--- src/rtl/rns_to_bin.sv ---
// rns_to_bin: sequential CRT reverse converter, one residue channel per cycle.
// Optional macro RNS_TO_BIN_SIGNED_EN maps results >= ceil(M/2) to negative two's complement.
`timescale 1ns/1ps
module rns_to_bin #(
  parameter int unsigned M3 = 251,
  parameter int unsigned M2 = 241,
  parameter int unsigned M1 = 239,
  parameter int unsigned M0 = 233
) (
  input  logic        clk,
  input  logic        reset,
  input  logic        in_valid,
  output logic        in_ready,
  input  logic [31:0] in_rns,
  output logic        out_valid,
  input  logic        out_ready,
  output logic [31:0] out_bin,
  output logic        out_err
);
  localparam int unsigned RES_W = 8;
  localparam int unsigned BIN_W = 32;

  // Modular inverse of a mod m by extended Euclid.
  function automatic longint f_inv(input longint a, input longint m);
    longint old_r, r, old_s, s, q, tmp;
    old_r = a % m;
    r     = m;
    old_s = 1;
    s     = 0;
    while (r != 0) begin
      q     = old_r / r;
      tmp   = r;
      r     = old_r - q * r;
      old_r = tmp;
      tmp   = s;
      s     = old_s - q * s;
      old_s = tmp;
    end
    return ((old_s % m) + m) % m;
  endfunction

  function automatic longint f_big(input longint m_all, input longint m);
    return m_all / m;
  endfunction

  localparam longint M_ALL = longint'(M3) * longint'(M2) * longint'(M1) * longint'(M0);
  localparam logic [BIN_W-1:0] M_W  = BIN_W'(M_ALL);
  localparam logic [BIN_W-1:0] BIG0 = BIN_W'(f_big(M_ALL, longint'(M0)));
  localparam logic [BIN_W-1:0] BIG1 = BIN_W'(f_big(M_ALL, longint'(M1)));
  localparam logic [BIN_W-1:0] BIG2 = BIN_W'(f_big(M_ALL, longint'(M2)));
  localparam logic [BIN_W-1:0] BIG3 = BIN_W'(f_big(M_ALL, longint'(M3)));
  localparam logic [RES_W-1:0] INV0 = RES_W'(f_inv(f_big(M_ALL, longint'(M0)), longint'(M0)));
  localparam logic [RES_W-1:0] INV1 = RES_W'(f_inv(f_big(M_ALL, longint'(M1)), longint'(M1)));
  localparam logic [RES_W-1:0] INV2 = RES_W'(f_inv(f_big(M_ALL, longint'(M2)), longint'(M2)));
  localparam logic [RES_W-1:0] INV3 = RES_W'(f_inv(f_big(M_ALL, longint'(M3)), longint'(M3)));
`ifdef RNS_TO_BIN_SIGNED_EN
  localparam logic [BIN_W-1:0] HALF = BIN_W'((M_ALL + 1) / 2);
`endif

  typedef enum logic {S_IDLE, S_CALC} state_t;

  state_t             r_state, w_state_nxt;
  logic [BIN_W-1:0]   r_rns, w_rns_nxt;
  logic [BIN_W-1:0]   r_acc, w_acc_nxt;
  logic [1:0]         r_k, w_k_nxt;
  logic               r_err, w_err_nxt;
  logic               r_out_valid, w_out_valid_nxt;
  logic [BIN_W-1:0]   r_out_bin, w_out_bin_nxt;
  logic               r_out_err, w_out_err_nxt;

  logic               w_in_ready;
  logic               w_in_err;
  logic [RES_W-1:0]   w_r, w_m, w_i, w_t;
  logic [BIN_W-1:0]   w_big, w_term, w_acc_sum, w_final;
  logic [2*RES_W-1:0] w_prod;
  logic [BIN_W:0]     w_sum;

  assign w_in_ready = (r_state == S_IDLE) && (!r_out_valid || out_ready);
  assign w_in_err   = (in_rns[7:0]   >= RES_W'(M0)) || (in_rns[15:8]  >= RES_W'(M1)) ||
                      (in_rns[23:16] >= RES_W'(M2)) || (in_rns[31:24] >= RES_W'(M3));

  // Channel select: residue, modulus, inverse and partial product weight for step k.
  always_comb begin
    w_r   = r_rns[7:0];
    w_m   = RES_W'(M0);
    w_i   = INV0;
    w_big = BIG0;
    case (r_k)
      2'd1: begin w_r = r_rns[15:8];  w_m = RES_W'(M1); w_i = INV1; w_big = BIG1; end
      2'd2: begin w_r = r_rns[23:16]; w_m = RES_W'(M2); w_i = INV2; w_big = BIG2; end
      2'd3: begin w_r = r_rns[31:24]; w_m = RES_W'(M3); w_i = INV3; w_big = BIG3; end
      default: ;
    endcase
  end

  // t*Mk < M < 2^32, so the 32-bit product is exact; the 33-bit sum needs one correction.
  assign w_prod    = (2*RES_W)'(w_r) * (2*RES_W)'(w_i);
  assign w_t       = RES_W'(w_prod % (2*RES_W)'(w_m));
  assign w_term    = BIN_W'(w_t) * w_big;
  assign w_sum     = (BIN_W+1)'(r_acc) + (BIN_W+1)'(w_term);
  assign w_acc_sum = (w_sum >= (BIN_W+1)'(M_ALL)) ? BIN_W'(w_sum - (BIN_W+1)'(M_ALL)) : w_sum[BIN_W-1:0];

`ifdef RNS_TO_BIN_SIGNED_EN
  assign w_final = (w_acc_sum >= HALF) ? (w_acc_sum - M_W) : w_acc_sum;
`else
  assign w_final = w_acc_sum;
`endif

  // Next-state and registered-output logic.
  always_comb begin
    w_state_nxt     = r_state;
    w_rns_nxt       = r_rns;
    w_acc_nxt       = r_acc;
    w_k_nxt         = r_k;
    w_err_nxt       = r_err;
    w_out_valid_nxt = r_out_valid && !out_ready;
    w_out_bin_nxt   = r_out_bin;
    w_out_err_nxt   = r_out_err;
    case (r_state)
      S_IDLE: begin
        if (in_valid && w_in_ready) begin
          w_rns_nxt   = in_rns;
          w_acc_nxt   = '0;
          w_k_nxt     = 2'd0;
          w_err_nxt   = w_in_err;
          w_state_nxt = S_CALC;
        end
      end
      S_CALC: begin
        w_acc_nxt = w_acc_sum;
        w_k_nxt   = r_k + 2'd1;
        if (r_k == 2'd3) begin
          w_state_nxt     = S_IDLE;
          w_out_valid_nxt = 1'b1;
          w_out_bin_nxt   = r_err ? '0 : w_final;
          w_out_err_nxt   = r_err;
        end
      end
      default: w_state_nxt = S_IDLE;
    endcase
  end

  always_ff @(posedge clk or negedge reset) begin
    if (!reset) begin
      r_state     <= S_IDLE;
      r_rns       <= '0;
      r_acc       <= '0;
      r_k         <= 2'd0;
      r_err       <= 1'b0;
      r_out_valid <= 1'b0;
      r_out_bin   <= '0;
      r_out_err   <= 1'b0;
    end else begin
      r_state     <= w_state_nxt;
      r_rns       <= w_rns_nxt;
      r_acc       <= w_acc_nxt;
      r_k         <= w_k_nxt;
      r_err       <= w_err_nxt;
      r_out_valid <= w_out_valid_nxt;
      r_out_bin   <= w_out_bin_nxt;
      r_out_err   <= w_out_err_nxt;
    end
  end

  assign in_ready  = w_in_ready;
  assign out_valid = r_out_valid;
  assign out_bin   = r_out_bin;
  assign out_err   = r_out_err;

endmodule

--- config.mk ---
export PLATFORM = sky130hd
export DESIGN_NAME = rns_to_bin
export DESIGN_NICKNAME = d
export VERILOG_FILES = /design/src/rtl/rns_to_bin.sv
export SDC_FILE = /design/constraint.sdc
export NUM_CORES = 1
export LEC_CHECK = 0
export CAP_MARGIN = 15
export CORE_ASPECT_RATIO = 0.7
export CORE_MARGIN = 5
export CORE_UTILIZATION = 68
export CTS_BUF_LIST = sky130_fd_sc_hd__clkbuf_4 sky130_fd_sc_hd__clkbuf_8 sky130_fd_sc_hd__clkbuf_16
export CTS_CLUSTER_SIZE = 16
export DETAILED_ROUTE_END_ITERATION = 12
export MAX_ROUTING_LAYER = met4
export PLACE_DENSITY_LB_ADDON = 0.1
export SYNTH_ARGS = -nofsm -noshare
export SYNTH_HDL_FRONTEND = slang
export SYNTH_SLANG_ARGS = --single-unit
--- constraint.sdc ---
create_clock -name clk -period 57.1 [get_ports clk]
set_input_delay 11.42 -clock clk [delete_from_list [all_inputs] [get_ports clk]]
set_output_delay 11.42 -clock clk [all_outputs]
set_load 0.1 [all_outputs]
==> results of run 1 <==
[cell type report]
cell class                 count  area [sq um]  share of cell area, %
clock inverter                 6          66.3                  0.363
inverter                     265          1000                   5.48
sequential                   102          2550                   14.0
clock buffer                  10           239                   1.31
multi-input combinational   1563         13200                   72.3
tap                          325           407                   2.23
timing repair buffer          83           796                   4.36
[routing by layer]
layer,vias up,track usage (%),wire [microns]
met2,613,46.0,18300
li1,6949,-,-
met3,45,6.86,4390
met4,0,4.03,429
met5,-,-,0
met1,7143,47.5,20300
[flip-flops by register name, indices dropped and copies added (netlist names)]
name,count
r_rns,32
out_valid,1
r_state,1
r_err,1
r_k,2
r_acc,32
out_bin,32
out_err,1
[metrics by stage]
step | std cells | worst slack [ns] | util, % | instance area, sq um | hold WS, ns
2_1_floorplan | 1982 | 27.09 | - | 17000 | 0.471
3_3_place_gp | 2337 | 24.02 | 72.9 | 17900 | 0.461
3_5_place_dp | 2337 | 22.29 | 72.9 | 17900 | 0.470
4_1_cts | 2353 | 22.15 | 74.1 | 18200 | 0.486
5_1_grt | 2354 | 19.16 | 74.1 | 18300 | 0.504
6_report | 2354 | 21.94 | 74.1 | 18300 | 0.484
[worst max-delay path, delay by kind of cell, from the launching register on]
family	cells	cell delay, ns
AO/OA/AOI/OAI	59	12.99
XOR/XNOR	10	2.00
adder cells (fa/ha/maj)	22	8.94
buffers and inverters	7	0.58
flip-flops	1	0.45
multiplexers	3	0.92
AND/OR/NAND/NOR	45	9.04
[logic make-up (layout without fill, tap and decap cells)]
logic type | after synthesis | after routing | synth area share (%)
and+or+nand+nor | 575 | 575 | 16.7
buffers and inverters | 317 | 364 | 7.23
AOI/OAI and AO/OA | 451 | 451 | 18.7
muxes | 69 | 69 | 4.67
xor gates and xnor gates | 131 | 131 | 6.85
adders and majority gates | 337 | 337 | 30.8
DFF | 102 | 102 | 15.0
[how the worst min path moves through the flow]
stage                  end         from
3_5_place_dp   out_bin[24]  out_bin[24]
5_1_grt        out_bin[16]  out_bin[16]
3_3_place_gp   out_bin[24]  out_bin[24]
6_report       out_bin[19]  out_bin[19]
2_1_floorplan     r_rns[1]     r_rns[1]
4_1_cts        out_bin[24]  out_bin[24]
[layout by cell type, fill, tap and decap left out, drive strengths merged, types with 7 or more instances in the layout]
master	n
o211a	7
xnor2	82
a21boi	7
a31oi	29
mux2i	20
nand2	154
and2	26
o21ai	114
nor3	24
o31a	7
nand2b	20
or2	23
a211oi	16
o211ai	13
dfrtp	102
nor4	22
a21o	33
nand3	48
clkdlybuf4s50	69
mux2	49
clkbuf	10
and3	18
nor2	164
a21oi	98
or3	16
a31o	7
a211o	12
o21bai	23
inv	265
fa	134
nor2b	17
a222oi	7
xor2	49
nand4	16
ha	203
o21a	16
buf	14
==> metrics, run 1 <==
Worst R2R Setup Slack about 22 ns; Critical Path Sink Type flip-flop; num ports 71; Chip Width around 200 microns; Synthesized Nets between 2000 and 2500; Slew Limit Fails 0; Setup TNS 0 ns; first-pass GRT wire length just over 70 mm; Nets 2397; core area 0.0246 sq mm; CP max FO 21; worst-skew pair later-pin latency 0.36 ns; most common cell in the netlist inv_1; GRT Total Usage a little under a third; launching point of the worst reg2reg path r_k[1]; final worst-path cycle share 61.6%; Layout area overhead 7.59%; pin count of the biggest net entering global routing 70; Post-synth EDFFs 0; final worst path period need roughly 35 ns; status completed; Distinct cells, synth between 100 and 150; vias in the first global route 14500; ys flop type dfrtp_1; detailed placement HPWL 35.3 mm; Setup Viol. Count Final 0; area leader, netlist fa_1; Cell Area, Synth about 0.017 sq mm; synthesized area per cell roughly 8.6 sq um; Num CTS Buffers 9; site row count 48; Initial Util between 60% and 70%; hold_buf cts 0; Routed Wire Length roughly 43 mm; cts repair resizes 0; fmax 28.4 MHz; # H-tree levels 3; TritonCTS clock tree yes; worst hold path type reg -> reg; Yosys top cell area share 15.8%; RePlAce Congestion 0.997; Post-CTS Setup Bufs 0; critical path launch point r_k[1]; register bit total from synthesis 102; clock buffer depth 2; Least-Margin Pin Slew ~1.1 ns; leading post-synthesis cells by cell area fa_1 (16%), dfrtp_1 (15%), ha_1 (15%), inv_1 (5.7%), xnor2_1 (4.1%); WP data arrival 35.38 ns; Synthesis Warnings 0; Clock Skew approximately 0.0066 ns; share of layout cells above drive strength 1 ~7.8%; port bufs 70; Mapped Cells just under 2000; hold depth 2; DR pass1 iterations 6; Inserted Diodes 0; die area roughly 0.028 sq mm; worst setup path endpoint out_bin[9]; Remaining DRCs 0; CTS clk-pin slew, worst paths 0.08 ns; endpoints failing hold 0; Filler cells slightly below 2000; slew margin rel. 29.8%; fraction of registers with async set/reset 100%; CP max-delay cell ha_1; reg2reg path depth roughly 150; Synth top cells by count inv_1 (256), ha_1 (203), nor2_1 (163); unrepaired setup endpoints after global routing no; total grt overflow 0; Detail Route Antenna Nets 0; Num Clock Sinks between 100 and 150; die height 142 microns; vias per cell between 6 and 7; antenna violations before repair 0; Max Cap Viol 0; r2r endpoint out_bin[9]; Critical Path RT 57.32 ns; sequential-to-total area share from yosys stat between 10% and 20%; Vias 14800; crit path kind reg -> reg; Iter 0 DRT Violations ~1200; Root Driver clkbuf_16; slowest stage delay, CP roughly 0.86 ns; Critical Path Source Type flip-flop; DR WL/cell roughly 18 microns
Power of run 1 is left out: the tool's default activity adds up to more than one toggle a clock period on the data nets, which glitch-free logic cannot reach.
==> inputs of run 2 (changes only) <==
--- a/config.mk
+++ b/config.mk
@@ -8,7 +8,7 @@
 export CAP_MARGIN = 15
 export CORE_ASPECT_RATIO = 0.7
 export CORE_MARGIN = 5
-export CORE_UTILIZATION = 68
+export CORE_UTILIZATION = 58
 export CTS_BUF_LIST = sky130_fd_sc_hd__clkbuf_4 sky130_fd_sc_hd__clkbuf_8 sky130_fd_sc_hd__clkbuf_16
 export CTS_CLUSTER_SIZE = 16
 export DETAILED_ROUTE_END_ITERATION = 12
==> constraint.sdc (replaced) <==
create_clock -name clk -period 31.5 [get_ports clk]
set_input_delay 6.3 -clock clk [delete_from_list [all_inputs] [get_ports clk]]
set_output_delay 6.3 -clock clk [all_outputs]
set_load 0.1 [all_outputs]
==> metrics, run 2 (synthesis results as in run 1) <==
Critical Path RT ~32 ns; Routed Wire Length 45.3 mm; # H-tree levels 3; CP max-delay cell fa_1; Critical Path Source Type flip-flop; final core occ around two thirds; Root Driver clkbuf_16; worst-skew pair later-pin latency approximately 0.37 ns; hold_buf cts 0; Critical Path Sink Type flip-flop; Layout area overhead 13.9%; met1 usage 42.7%; most frequent cells in the layout inv_1 (254), ha_1 (194), nor2_1 (158), nand2_1 (153), fa_1 (134); status completed; DR pass1 iterations 7; slowest stage delay, CP between 0.5 and 0.6 ns; port bufs 70; Max Cap Viol 0; slew margin rel. roughly a third; final worst-path cycle share a little over nine tenths; Num Clock Sinks about 100; WP data arrival slightly above 30 ns; RePlAce Congestion between 0.9 and 1; Initial Util about three fifths; met3 usage approximately 6.4%; share of layout cells above drive strength 1 around 14%; final worst path period need around 30 ns; CP max FO 12; r2r endpoint out_bin[6]; Num CTS Buffers 9; crit path kind reg -> reg; first-pass GRT wire length about 73 mm; vias in the first global route ~14000; DR WL/cell between 15 and 20 microns; detailed placement HPWL between 30 and 40 mm; worst setup path endpoint out_bin[6]; core area 0.0289 sq mm; die area approximately 0.033 sq mm; antenna violations before repair 0; launching point of the worst reg2reg path r_k[0]; num ports slightly above 70; Final Cell Area just under 0.02 sq mm; most common cell after layout, fill and taps aside inv_1; Inserted Diodes 0; worst hold path type reg -> reg; Clock Skew approximately 0.0088 ns; hold slack 0.477 ns; clock buffer depth 2; Slew Limit Fails 0; routing usage on met2 37.3%; reg2reg path depth 147; Worst R2R Setup Slack roughly 1.5 ns; Post-DP Area approximately 0.018 sq mm; Least-Margin Pin Slew around 1.0 ns; Iter 0 DRT Violations 1303; vias per cell 5.95; busiest grt layer met1; die height around 150 microns; CP most frequent cell ha_1; Remaining DRCs 0; final setup margin roughly 1.5 ns; pin count of the biggest net entering global routing 70; CTS clk-pin slew, worst paths ~0.070 ns; TritonCTS clock tree yes; total grt overflow 0; Chip Width about 210 microns; pre-CTS WS -0.0259 ns; Vias 14800; Nets 2478; critical path launch point r_k[0]; Setup Viol. Count Final 0; fmax 33.3 MHz; endpoints failing hold 0; Filler cells 2440; Detail Route Antenna Nets 0; site row count 52; GRT Total Usage about 27%
==> run 2: cell count changes in the layout (fill, tap and decap cells not counted), moves of 5 or more <==
cell	delta
buf_4	+78
a21oi_1	-21
a21oi_2	+18
ha_1	-9
ha_2	+7
nor2_1	-5
xnor2_1	-5
xnor2_2	+5
==> run 2: worst min path at each step <==
stage | start | endpoint | slack [ns] | cells past startpoint
2_1_floorplan | r_rns[1] | r_rns[1] | 0.47 | 1
3_3_place_gp | out_bin[22] | out_bin[22] | 0.46 | 2
3_5_place_dp | out_bin[7] | out_bin[7] | 0.47 | 2
4_1_cts | out_bin[19] | out_bin[19] | 0.48 | 2
5_1_grt | out_bin[19] | out_bin[19] | 0.50 | 2
6_report | out_bin[7] | out_bin[7] | 0.48 | 2
==> run 2: timing repair <==
| action | in CTS | in global routing |
|---|---|---|
| buffers inserted | 0 | 30 |
| pin swaps | 0 | 24 |
| hold endpoints to repair | 0 | 0 |
| resized for setup | 4 | 91 |
| cloned | 0 | 2 |
| endpoints found under the setup margin | 58 | 64 |
==> run 2: layout make-up <==
cell class	instances	area [sq um]	share of cell area [%]
clock inverters	6	53.8	0.278
inverters	265	1000	5.19
clock buffers	9	225	1.17
multi-input cells	1564	13600	70.4
well taps	378	473	2.45
repair buffers	163	1410	7.31
flip-flops and latches	102	2550	13.2
==> run 2: worst max-delay path, delay by kind of cell (launching register included) <==
kind                       cells  cell delay, ns
AOI/OAI and AO/OA             60           11.61
xor gates and xnor gates       8            1.20
adders and majority gates     22            8.35
buffers and inverters         13            1.37
DFF                            1            0.45
muxes                          3            0.72
and+or+nand+nor               41            6.21
==> run 2: metrics by stage <==
step           std cells  setup TNS [ns]
5_1_grt             2487          -10.57
6_report            2487               0
4_1_cts             2455               0
3_5_place_dp        2440         -0.0495
3_3_place_gp        2440               0
2_1_floorplan       1982               0
==> run 2: routing by layer <==
layer  wire (microns)  part of all wire [%]
met1            23100                    51
met2            18300                    40
met3             3720                   8.2
met4              254                  0.56
met5                0                     0
Power of run 2 is left out for the same reason.
==> inputs of run 3 (changes only) <==
==> config.mk (replaced) <==
export PLATFORM = sky130hd
export DESIGN_NAME = rns_to_bin
export DESIGN_NICKNAME = d
export VERILOG_FILES = /design/src/rtl/rns_to_bin.sv
export SDC_FILE = /design/constraint.sdc
export NUM_CORES = 1
export LEC_CHECK = 0
export CAP_MARGIN = 15
export CORE_ASPECT_RATIO = 0.7
export CORE_UTILIZATION = 59
export CTS_BUF_LIST = sky130_fd_sc_hd__clkbuf_4
export CTS_CLUSTER_SIZE = 16
export DETAILED_ROUTE_END_ITERATION = 12
export MAX_ROUTING_LAYER = met4
export PLACE_DENSITY_LB_ADDON = 0.1
export SETUP_SLACK_MARGIN = 0.3
export SYNTH_ARGS = -nofsm -noshare
export SYNTH_HDL_FRONTEND = slang
export SYNTH_SLANG_ARGS = --single-unit
==> metrics, run 3 (synthesis results as in run 1) <==
first-pass GRT wire length 70.0 mm; Remaining DRCs 0; detailed placement HPWL approximately 36 mm; antenna violations before repair 1; CP most frequent cell a21oi_2; slew margin rel. 32.7%; worst hold start out_bin[19]; fmax 33.3 MHz; Inserted Diodes 0; Critical Path Source Type flip-flop; Iter 0 DRT Violations roughly 1500; crit path kind reg -> reg; Worst R2R Setup Slack roughly 1.4 ns; Critical Path RT 31.90 ns; core area between 0.02 and 0.03 sq mm; CP max-delay cell or4b_2; DR WL/cell ~18 microns; hold_buf cts 0; num ports just over 70; r2r endpoint r_acc[5]; final worst path period need around 30 ns; RePlAce Congestion 0.975; pin count of the biggest net entering global routing 70; status completed; Detail Route Antenna Nets 0; slowest stage delay, CP 0.61 ns; DR pass1 iterations 6; Root Driver clkbuf_4; TritonCTS clock tree yes; CTS clk-pin slew, worst paths 0.17 ns; Endpoint, Worst Hold out_bin[19]; die area 0.0294 sq mm; endpoints failing hold 0; Num Clock Sinks approximately 100; launching point of the worst reg2reg path r_k[0]; Filler cells between 2000 and 2500; total grt overflow 0; most common cell after layout, fill and taps aside inv_1; Vias roughly 15000; final core occ approximately 70%; Clock Skew around 0.030 ns; worst-skew pair later-pin latency between 0.5 and 0.6 ns; Chip Width approximately 200 microns; clock buffer depth 2; Num CTS Buffers 9; Max Cap Viol 0; Least-Margin Pin Slew 1.01 ns; GRT Total Usage between 30% and 40%; Routed Wire Length between 40 and 50 mm; share of layout cells above drive strength 1 roughly 15%; port bufs 70; site row count ~50; vias per cell just over 6; most frequent cells in the layout inv_1 (254), ha_1 (193), nor2_1 (155), nand2_1 (153), fa_1 (133); final worst-path cycle share between 90% and 100%; # H-tree levels 3; Nets 2482; Slew Limit Fails 0; Initial Util between 60% and 70%; hold slack between 0.4 and 0.5 ns; Setup Viol. Count Final 0; Layout area overhead 13.7%; die height 144 microns; WP data arrival between 30 and 40 ns; CP max FO 9; worst hold path type reg -> reg; hold depth 2; vias in the first global route 13500; reg2reg path depth 150; Critical Path Sink Type flip-flop
run 3: cell types whose count changed in the layout (fill, tap and decap cells not counted), sizes merged:
| cell | before | now |
|---|---|---|
| clkinvlp | 1 | 2 |
| a21oi | 99 | 98 |
| clkinv | 4 | 3 |
| buf | 94 | 99 |
run 3: cell type report:
type | instances | area [sq um] | area share (%)
multi-input cells | 1563 | 13700 | 71.0
flip-flops and latches | 102 | 2550 | 13.3
repair buffers | 168 | 1460 | 7.55
inverters | 265 | 1000 | 5.18
well taps | 371 | 464 | 2.41
clock buffers | 9 | 67.6 | 0.350
clock inverters | 6 | 55.1 | 0.286
run 3: layer usage:
layer  GRT usage, %  share of wire [%]  vias to the layer above
met1           47.8                 50                     7319
met5              -                  0                        -
met2           41.8                 41                      533
met3           6.30                8.6                       24
li1               -                  -                     7130
met4           3.26               0.56                        0
run 3: critical path, delay by kind of cell, from the launching register on:
| family | cells | cell delay (ns) |
|---|---|---|
| AO/OA/AOI/OAI | 55 | 9.72 |
| XOR/XNOR | 7 | 1.16 |
| adder cells (fa/ha/maj) | 22 | 8.22 |
| AND/OR/NAND/NOR | 46 | 7.20 |
| buffers and inverters | 16 | 1.84 |
| flip-flops | 1 | 0.49 |
| multiplexers | 4 | 1.28 |
run 3: worst max-delay path by stage:
stage	startpoint	endpoint	slack (ns)	cells past startpoint
floorplan	r_k[0]	out_bin[5]	1.49	150
global placement	r_k[0]	out_bin[3]	0.56	148
detailed placement	r_k[0]	out_bin[3]	-0.20	147
CTS	r_k[0]	r_acc[26]	0.31	147
global route	r_k[0]	r_acc[5]	-0.02	149
finish	r_k[0]	r_acc[5]	1.44	150
run 3: metrics by stage:
stage	area, sq um	TNS, ns	cells	setup WS, ns
CTS	18600	0	2448	0.306
detailed placement	18300	-7.82	2428	-0.200
global route	19300	-0.0189	2484	-0.0173
global placement	18300	0	2428	0.563
floorplan	17000	0	1982	1.49
finish	19300	0	2484	1.44
run 3: what timing repair did:
item	CTS	global route
gates cloned	0	1
resized for setup	12	97
buffers inserted	5	35
setup endpoints to repair	64	64
pin swaps	6	47
Power of run 3 is left out for the same reason.
